## config.mk

```make
export PLATFORM = sky130hd
export DESIGN_NAME = mcdf_channel_arbiter
export DESIGN_NICKNAME = d
export VERILOG_FILES = /design/src/rtl/mcdf_channel_arbiter.sv
export SDC_FILE = /design/constraint.sdc
export NUM_CORES = 1
export LEC_CHECK = 0
export ABC_AREA = 1
export BUFFER_PORTS_ARGS = -buffer_cell sky130_fd_sc_hd__buf_2
export CAP_MARGIN = 25
export CORE_UTILIZATION = 45
export CTS_BUF_LIST = sky130_fd_sc_hd__clkbuf_4
export CTS_CLUSTER_DIAMETER = 120
export DETAILED_ROUTE_END_ITERATION = 8
export MAX_ROUTING_LAYER = met4
export PLACE_DENSITY_LB_ADDON = 0.12
export REMOVE_ABC_BUFFERS = 1
export SLEW_MARGIN = 25
export SYNTH_ARGS = -nofsm -noshare
export SYNTH_HDL_FRONTEND = slang
export SYNTH_SLANG_ARGS = --single-unit
```

## constraint.sdc

```tcl
create_clock -name clk -period 7.5 [get_ports clk]
set_input_delay 1.5 -clock clk [delete_from_list [all_inputs] [get_ports clk]]
set_output_delay 1.5 -clock clk [all_outputs]
set_load 0.02 [all_outputs]
```

## src/rtl/mcdf_channel_arbiter.sv

```systemverilog
// mcdf_channel_arbiter: picks a ready channel FIFO by priority with round-robin
// tie-break, then drains one packet of words from it into the formatter stream.
module mcdf_channel_arbiter #(
    parameter int DATA_WIDTH  = 32,
    parameter int LEVEL_WIDTH = 7
) (
    input  logic                     clk,
    input  logic                     rst,
    input  logic                     cfg_en,
    input  logic [2:0]               cfg_ch_en,
    input  logic [5:0]               cfg_prio,
    input  logic [1:0]               cfg_pkt_len,
    input  logic [3*LEVEL_WIDTH-1:0] ch_level,
    input  logic [3*DATA_WIDTH-1:0]  ch_data,
    output logic [2:0]               ch_rd_en,
    input  logic                     fmt_grant,
    output logic                     fmt_req,
    output logic [1:0]               fmt_chid,
    output logic [5:0]               fmt_len,
    output logic                     fmt_valid,
    output logic [DATA_WIDTH-1:0]    fmt_data,
    output logic                     fmt_start,
    output logic                     fmt_end,
    output logic                     busy
);
    typedef enum logic [1:0] {IDLE, REQ, SEND} state_t;

    state_t     state_q, state_d;
    logic [1:0] chid_q, chid_d, last_q, last_d, win, idx, best;
    logic [5:0] len_q, len_d, cnt_q, cnt_d, need;
    logic [2:0] cand, pos, rd_en_q, rd_en_d;
    logic       found;
    logic       req_q, req_d, valid_q, valid_d, start_q, start_d, end_q, end_d, busy_q, busy_d;

    assign need = 6'd4 << cfg_pkt_len;

    always_comb begin
        for (int i = 0; i < 3; i++)
            cand[i] = cfg_en & cfg_ch_en[i] & (ch_level[LEVEL_WIDTH*i +: LEVEL_WIDTH] >= LEVEL_WIDTH'(need));
    end

    // Scan starts just after the last granted channel; strict < keeps the first tie.
    always_comb begin
        found = 1'b0;
        win   = 2'd0;
        best  = 2'd3;
        pos   = 3'd0;
        idx   = 2'd0;
        for (int k = 1; k <= 3; k++) begin
            pos = {1'b0, last_q} + 3'(k);
            idx = pos >= 3'd3 ? 2'(pos - 3'd3) : pos[1:0];
            if (cand[idx] && (!found || cfg_prio[2*idx +: 2] < best)) begin
                found = 1'b1;
                win   = idx;
                best  = cfg_prio[2*idx +: 2];
            end
        end
    end

    always_comb begin
        state_d = state_q;
        chid_d  = chid_q;
        len_d   = len_q;
        last_d  = last_q;
        cnt_d   = cnt_q;
        case (state_q)
            IDLE: if (found) begin
                state_d = REQ;
                chid_d  = win;
                len_d   = need;
            end
            REQ: if (fmt_grant) begin
                state_d = SEND;
                last_d  = chid_q;
                cnt_d   = 6'd0;
            end
            SEND: if (cnt_q == len_q) begin
                state_d = IDLE;
                chid_d  = 2'd0;
                len_d   = 6'd0;
            end else begin
                cnt_d = cnt_q + 6'd1;
            end
            default: state_d = IDLE;
        endcase
        req_d   = state_d == REQ;
        rd_en_d = (state_d == SEND && cnt_d < len_d) ? 3'b001 << chid_d : 3'd0;
        valid_d = state_d == SEND && cnt_d != 6'd0;
        start_d = state_d == SEND && cnt_d == 6'd1;
        end_d   = state_d == SEND && cnt_d == len_d;
        busy_d  = state_d != IDLE;
    end

    always_ff @(posedge clk or posedge rst) begin
        if (rst) begin
            state_q <= IDLE;
            chid_q  <= 2'd0;
            len_q   <= 6'd0;
            last_q  <= 2'd2;
            cnt_q   <= 6'd0;
            rd_en_q <= 3'd0;
            req_q   <= 1'b0;
            valid_q <= 1'b0;
            start_q <= 1'b0;
            end_q   <= 1'b0;
            busy_q  <= 1'b0;
        end else begin
            state_q <= state_d;
            chid_q  <= chid_d;
            len_q   <= len_d;
            last_q  <= last_d;
            cnt_q   <= cnt_d;
            rd_en_q <= rd_en_d;
            req_q   <= req_d;
            valid_q <= valid_d;
            start_q <= start_d;
            end_q   <= end_d;
            busy_q  <= busy_d;
        end
    end

    // FIFO data arrives one cycle after the read, so the word itself is muxed straight through.
    assign fmt_data  = valid_q ? ch_data[DATA_WIDTH*chid_q +: DATA_WIDTH] : '0;
    assign ch_rd_en  = rd_en_q;
    assign fmt_req   = req_q;
    assign fmt_chid  = chid_q;
    assign fmt_len   = len_q;
    assign fmt_valid = valid_q;
    assign fmt_start = start_q;
    assign fmt_end   = end_q;
    assign busy      = busy_q;
endmodule

```

# After elaboration in Yosys (flattened, before gate mapping)
# Index checks and enable logic that the tools add are counted.
# op_classes
addsub	7
magnitude_cmp	12
eq_ne	7
n_shift	6
n_mux	32
bitwise_logic	6
n_reduce_logical	14
# ops
operator	count
96-bit by 8-bit indexed part select with 32-bit output	1
32-bit two-way mux	1
2-bit two-way mux	13
6-bit two-way mux	4
6-bit one-hot mux with 2 select lines	2
7-bit by 6-bit >= comparator with 1-bit output	3
6-bit by 4-bit indexed part select with 2-bit output	3
6-bit equality test	2
3-bit by 2-bit >= comparator with 1-bit output (second input constant)	3
2-bit by 3-bit less-than comparator with 1-bit output (second input constant)	3
2-bit by 2-bit adder with 3-bit output (second input constant)	2
6-bit by 1-bit adder with 6-bit output (second input constant)	1
1-bit bitwise AND	6
1-bit binary-select mux with 2-bit select	3
6-bit by 1-bit equality test with 1-bit output (second input constant)	1
1-bit logical AND	6
6-bit less-than comparator	1
1-bit two-way mux	6
2-bit one-hot mux with 3 select lines	1
6-bit nonzero test	1
3-bit by 2-bit left shift with 6-bit output (first input constant)	1
2-bit subtractor (second input constant)	3
2-bit by 1-bit equality test with 1-bit output (second input constant)	2
2-bit equality test (second input constant)	2
other kinds (10)	13
# word_totals
reg_bits	26
input_bits	132
out_inout_bits	48
word_cells	95

# Longest topological paths before layout
# logic_depth
word_depth	19
depth_mapped	30

# Worst setup path after synthesis
# OpenSTA, ideal clock, no wires.
# synth_path
path_type	input to register
from	input cfg_pkt_len[0]
to	register rd_en_q[2] (netlist: ch_rd_en[2])
arrival_time_ns	4.217
t_required_ns	7.431
slack_ns	3.214
path_stages	30
n_path_buf	0
cell_sequence	inv_1 -> nand2_1 -> ha_1 -> nand2_1 -> inv_1 -> nand3_1 -> nand3_1 -> nand3_1 -> nand2_1 -> nand2_1 -> nand2_2 -> inv_1 -> a221oi_1 -> ha_1 -> nand2_1 -> nand2_1 -> nand2_2 -> nand2_4 -> nand2_1 -> o21ai_0 -> ha_1 -> nand2_1 -> nand2_1 -> nand2_2 -> nand2_2 -> nand2_1 -> nand3_2 -> nand2_1 -> nand2_2 -> nor2_2
# synth_between
elab_cells_between_ends	40
cone_classes	order compare: 6; eq/ne: 1; shift: 2; mux: 21; bitwise: 3; reduce/logical: 7
# synth_lines
element	line	source
from (decl)	12	input logic [1:0] cfg_pkt_len,
3-bit by 2-bit left shift with 6-bit output *	35	assign need = 6'd4 << cfg_pkt_len;
7-bit by 6-bit >= comparator with 1-bit output	39	cand[i] = cfg_en & cfg_ch_en[i] & (ch_level[LEVEL_WIDTH*i +: LEVEL_WIDTH] >= LEVEL_WIDTH'(need));
1-bit bitwise AND	39	
1-bit binary-select mux with 2-bit select	52	if (cand[idx] && (!found || cfg_prio[2*idx +: 2] < best)) begin
1-bit two-way mux (implied by the code)	52	
2-bit two-way mux / 1-bit two-way mux (equally long branches)	52	
2-bit less-than comparator / 1-bit logical NOT (equally long branches)	52	
1-bit logical OR	52	
[... 4 more ...]	n/a	
1-bit logical AND	52	
2-bit two-way mux / 1-bit two-way mux (equally long branches)	52	
2-bit two-way mux *	67	IDLE: if (found) begin
2-bit one-hot mux with 2 select lines *	66	case (state_q)
named net chid_d[0]	29	logic [1:0] chid_q, chid_d, last_q, last_d, win, idx, best;
1-bit by 2-bit left shift with 3-bit output *	87	rd_en_d = (state_d == SEND && cnt_d < len_d) ? 3'b001 << chid_d : 3'd0;
3-bit two-way mux *	87	
named net rd_en_d[2]	31	logic [2:0] cand, pos, rd_en_q, rd_en_d;
to (signal assigned)	113	rd_en_q <= rd_en_d;
to (decl)	31	
# Mark *: on every way through the listed nets, which the timed path passes. The rest lies on a longest branch. The select of a mux whose other input is x is not followed.
# A chain may end at the register's enable or synchronous reset.

# Final worst setup path
# layout_path
from	input cfg_pkt_len[0]
to	register rd_en_q[1] (netlist: ch_rd_en[1])
# layout_between
elab_chain_cells	19
elab_cells_between_ends	40
cone_classes	order compare: 6; eq/ne: 1; shift: 2; mux: 21; bitwise: 3; reduce/logical: 7
# layout_lines
element	line	source
3-bit by 2-bit left shift with 6-bit output *	35	
7-bit by 6-bit >= comparator with 1-bit output	39	
1-bit bitwise AND	39	
1-bit binary-select mux with 2-bit select	52	
1-bit two-way mux (implied by the code)	52	
2-bit two-way mux / 1-bit two-way mux (equally long branches)	52	
2-bit less-than comparator / 1-bit logical NOT (equally long branches)	52	
1-bit logical OR	52	
[... 5 more ...]	n/a	
1-bit two-way mux	52	
6-bit two-way mux *	67	
6-bit one-hot mux with 2 select lines *	66	
named net len_d[3]	30	logic [5:0] len_q, len_d, cnt_q, cnt_d, need;
6-bit less-than comparator *	87	
1-bit logical AND *	87	
3-bit two-way mux *	87	
named net rd_en_d[1]	31	
# Marked as above.

==> results.txt <==
For the finished layout, the period the worst path requires is 4460 ps. The run finished, with violations left. The final reports fail on design-rule violations. Once detailed placement completed, the half-perimeter wirelength came to 7.39 mm. The tree is rooted in a sky130_fd_sc_hd__clkbuf_4. Grouping stages by cell kind, the critical path spends the most delay in simple AND/OR/NAND/NOR gates.

The number of cells upsized or downsized after cts came out at 0. The deepest clock path buffer count is 2. The number of buffers inserted by port buffering came out at 173. The static leakage power came out at 2.31 nW. The initial cell density of the core is 0.472. The critical path in this run is classified as primary input to flip-flop. The net total in the final layout came out at 823. The fraction of registers with async set/reset is 1.00. The DRC violation total after the first TritonRoute iteration is 222.

The kind of start point of the critical path is a primary input. The core region area came out at 0.00646 mm2. Entering global routing, the biggest net connects 36 pins. The pin slew with the least headroom to its limit came out at 903 ps.

The final clock period utilization by the worst path came out at 0.595. Averaged over all synthesized cells, the footprint is 6.09 um2. STA puts the critical path data arrival time at 4730 ps. The latest clock arrival within the worst-skew pair is 330 ps. The initialized floorplan defines 29 standard-cell rows. The sum of routed wire length over all layers is 9.21 mm. The power density normalized to cell area is 305 mW/mm2. The first-pass iteration count of the detailed router is 8. The final sum of negative setup slack came out at 0 ps.

In the routed design, unresolved DRC markers number 15. For this design, the slowest cell found on the critical path is sky130_fd_sc_hd__ha_1. The worst clock skew came out at 2.04 ps.

The number of synthesized flops with an enable pin is 0. The total die area came out at 0.00711 mm2. The number of buffers inserted to repair setup after CTS is 0. On the worst path, the slowest cell contributes a delay of 320 ps. The first global-routing pass estimated 14.9 mm of wire. The category of the worst setup path capture point is a flip-flop. The number of placed I/O pins came out at 180.

The normalized max-slew margin is 0.398. The total congestion overflow came out at 0. After technology mapping, the gate count stands at 501. The number of slew-limit violations in the final report is 0. The overall die width is 84.3 um. The aggregate global-route resource usage is 0.257. The cell that appears most often on the critical path is sky130_fd_sc_hd__nand2_1.

The share of the core filled with cells came out at 0.625. The detail route stage leaves a number of antenna-violating nets equal to 0. Counting both buffers and inverters, the worst setup path holds a total of 7. In this run the worst path has a maximum fanout of 5.

The tool flagged a number of max-cap violations equal to 0. The layout-stage area growth over the synthesis result is 32.4%. The routed via count divided by cell count is 5.11.

The most used flip-flop cell after synthesis is sky130_fd_sc_hd__dfrtp_1. The critical path required time came out at 7770 ps. Summed over all instances, the cell type with the most area after synthesis is sky130_fd_sc_hd__dfrtp_1. The worst hold path belongs to the class flip-flop to flip-flop. In this run the number of H-tree levels came out at 1.

The setup violation total in the final timing report is 0. The congestion estimate from routability-driven global placement came to 0.878. The sequential cell area fraction in the yosys report came out at 0.214. After synthesis the cells add up to 0.00305 mm2. The TritonCTS clock tree is done. The share of final-layout standard cells stronger than drive strength 1 is 0.322. The total of flip-flops plus latches after synthesis came out at 26. Yosys mapped the design onto 39 distinct sky130hd cell types. The count of warnings emitted by yosys is 0. The overall via count from detail_route is 3778. Across the VDD grid, the largest voltage drop is 0.240 mV. For this run, the top clock speed supported by timing is 0.224 GHz. Setup repair after global routing left no endpoint under its margin. The hold violation count in the final report came out at 0. Sorting the synthesized cells by area gives the leading types as sky130_fd_sc_hd__dfrtp_1 (21%), sky130_fd_sc_hd__nand2_1 (12%), sky130_fd_sc_hd__ha_1 (11%). The number of global-route vias before repair is 3462.

Clock tree synthesis inserted a total of 3 buffers. 0 antenna diodes ended up in the layout. The number of antenna violations at the first check in global routing is 0.

In this run the vertical extent of the chip is 84.3 um. The number of clock sinks seen by CTS is 26. The average wire per cell in the routed design came out at 12.5 um.

The clock input transition at the sequential cells of the worst setup and hold paths is 140 ps. The total of hold buffers inserted after clock tree synthesis is 0. The share of the synthesized area in the top cell type is 0.205.
worst paths after layout:
kind / start / end / slack (ps) / cells after the start
setup / recovery: cfg_pkt_len[0] / ch_rd_en[1] / 3040 / 27
hold / removal: last_q[1] / last_q[1] / 520 / 2
setup reg to reg: last_q[0] / ch_rd_en[2] / 3770 / 24
hold reg to reg: last_q[1] / last_q[1] / 520 / 2
max in group asynchronous: rst / fmt_chid[1] / 5930 / 2
min in group asynchronous: rst / state_q[1] / 1190 / 2
flip-flops by register name, indices dropped and copies added, names as in the netlist:
signal     count
cnt_q          6
last_q         2
busy           1
state_q        2
fmt_end        1
fmt_chid       2
ch_rd_en       3
fmt_start      1
fmt_len        6
fmt_req        1
fmt_valid      1
placed cells by master, fill, tap and decap left out, types with 2 or more instances in the layout:
cell	count
sky130_fd_sc_hd__dfrtp_1	24
sky130_fd_sc_hd__nand2_2	9
sky130_fd_sc_hd__a21oi_1	46
sky130_fd_sc_hd__nand3_2	3
sky130_fd_sc_hd__o22ai_1	6
sky130_fd_sc_hd__ha_1	28
sky130_fd_sc_hd__nand4_1	3
sky130_fd_sc_hd__buf_2	173
sky130_fd_sc_hd__o21ai_0	45
sky130_fd_sc_hd__inv_1	73
sky130_fd_sc_hd__inv_2	7
sky130_fd_sc_hd__a221oi_1	2
sky130_fd_sc_hd__nor3_1	2
sky130_fd_sc_hd__o21ai_1	2
sky130_fd_sc_hd__nor2_4	3
sky130_fd_sc_hd__nor2_2	4
sky130_fd_sc_hd__nand2_4	2
sky130_fd_sc_hd__clkbuf_4	3
sky130_fd_sc_hd__nand3_1	16
sky130_fd_sc_hd__nand2_1	99
sky130_fd_sc_hd__xor2_1	3
sky130_fd_sc_hd__o21a_1	3
sky130_fd_sc_hd__nor2_1	87
metrics by stage:
step                      setup WS, ps  std cells  area, um2  hold slack [ps]  power, mW
after floorplan                   3210        483       2980              478      0.898
final                             3040        739       4040              522       1.23
after detailed placement          2690        734       3960              508       1.13
after global routing              2660        739       4040              559       1.36
after global placement            2770        734       3950              496       1.11
after CTS                         3050        738       4010              529       1.23
cells in the mapped netlist (3+ instances only):
library cell and n:
sky130_fd_sc_hd__clkbuf_1 16, sky130_fd_sc_hd__nand4_1 3, sky130_fd_sc_hd__o22ai_1 6, sky130_fd_sc_hd__nand2_1 99
sky130_fd_sc_hd__ha_1 28, sky130_fd_sc_hd__dfrtp_1 25, sky130_fd_sc_hd__nand3_2 3, sky130_fd_sc_hd__nand2_2 9
sky130_fd_sc_hd__nand3_1 16, sky130_fd_sc_hd__o21ai_0 45, sky130_fd_sc_hd__nor2_1 88, sky130_fd_sc_hd__xor2_1 3
sky130_fd_sc_hd__inv_2 6, sky130_fd_sc_hd__o21a_1 3, sky130_fd_sc_hd__inv_1 74, sky130_fd_sc_hd__a21oi_1 46
sky130_fd_sc_hd__nor2_2 4
routing by layer:
layer | up-vias | wire [um] | part of all wire | track usage
li1 | 1928 | - | - | -
met1 | 1706 | 3800 | 0.41 | 0.286
met2 | 134 | 4660 | 0.51 | 0.490
met3 | 10 | 653 | 0.071 | 0.0433
met4 | 0 | 99 | 0.011 | 0.0401
met5 | - | 0 | 0 | -
cell type report:
type                       count  area (um2)
multi-input combinational    377        2030
clock buffer                   3        22.5
tap                           77        96.3
inverter                      80         300
sequential                    26         653
clock inverter                 1        30.0
fill                         643        2420
timing repair buffer         175         901
worst register-to-register path: stages (launching register included):
cell	delay [ps]
sky130_fd_sc_hd__dfrtp_1	490
sky130_fd_sc_hd__inv_1	160
sky130_fd_sc_hd__ha_1	550
sky130_fd_sc_hd__nand2_1	90
sky130_fd_sc_hd__inv_1	150
sky130_fd_sc_hd__nand3_1	110
sky130_fd_sc_hd__nand2_2	130
sky130_fd_sc_hd__inv_1	70
sky130_fd_sc_hd__a221oi_1	290
sky130_fd_sc_hd__ha_1	300
sky130_fd_sc_hd__nand2_1	60
sky130_fd_sc_hd__nand2_1	60
sky130_fd_sc_hd__nand2_2	80
sky130_fd_sc_hd__nand2_4	70
sky130_fd_sc_hd__o21ai_0	170
sky130_fd_sc_hd__ha_1	250
sky130_fd_sc_hd__nand2_1	60
sky130_fd_sc_hd__nand2_1	50
sky130_fd_sc_hd__nand2_2	80
sky130_fd_sc_hd__nand2_2	60
sky130_fd_sc_hd__nand2_1	80
sky130_fd_sc_hd__nand3_2	70
sky130_fd_sc_hd__nand2_1	80
sky130_fd_sc_hd__nand2_2	70
sky130_fd_sc_hd__nor2_2	90
where the power goes:
| group | switching, mW | total (mW) | internal, mW |
|---|---|---|---|
| clock network | 0.0439 | 0.0980 | 0.0541 |
| logic | 0.588 | 0.895 | 0.307 |
| registers | 0.0556 | 0.237 | 0.181 |
logic make-up after synthesis:
family,synth area share
AND/OR/NAND/NOR,0.327
buffers and inverters,0.122
adder cells (fa/ha/maj),0.115
AO/OA/AOI/OAI,0.211
XOR/XNOR,0.0115
flip-flops,0.214
Note: power is estimated with default switching activity, not from simulation.
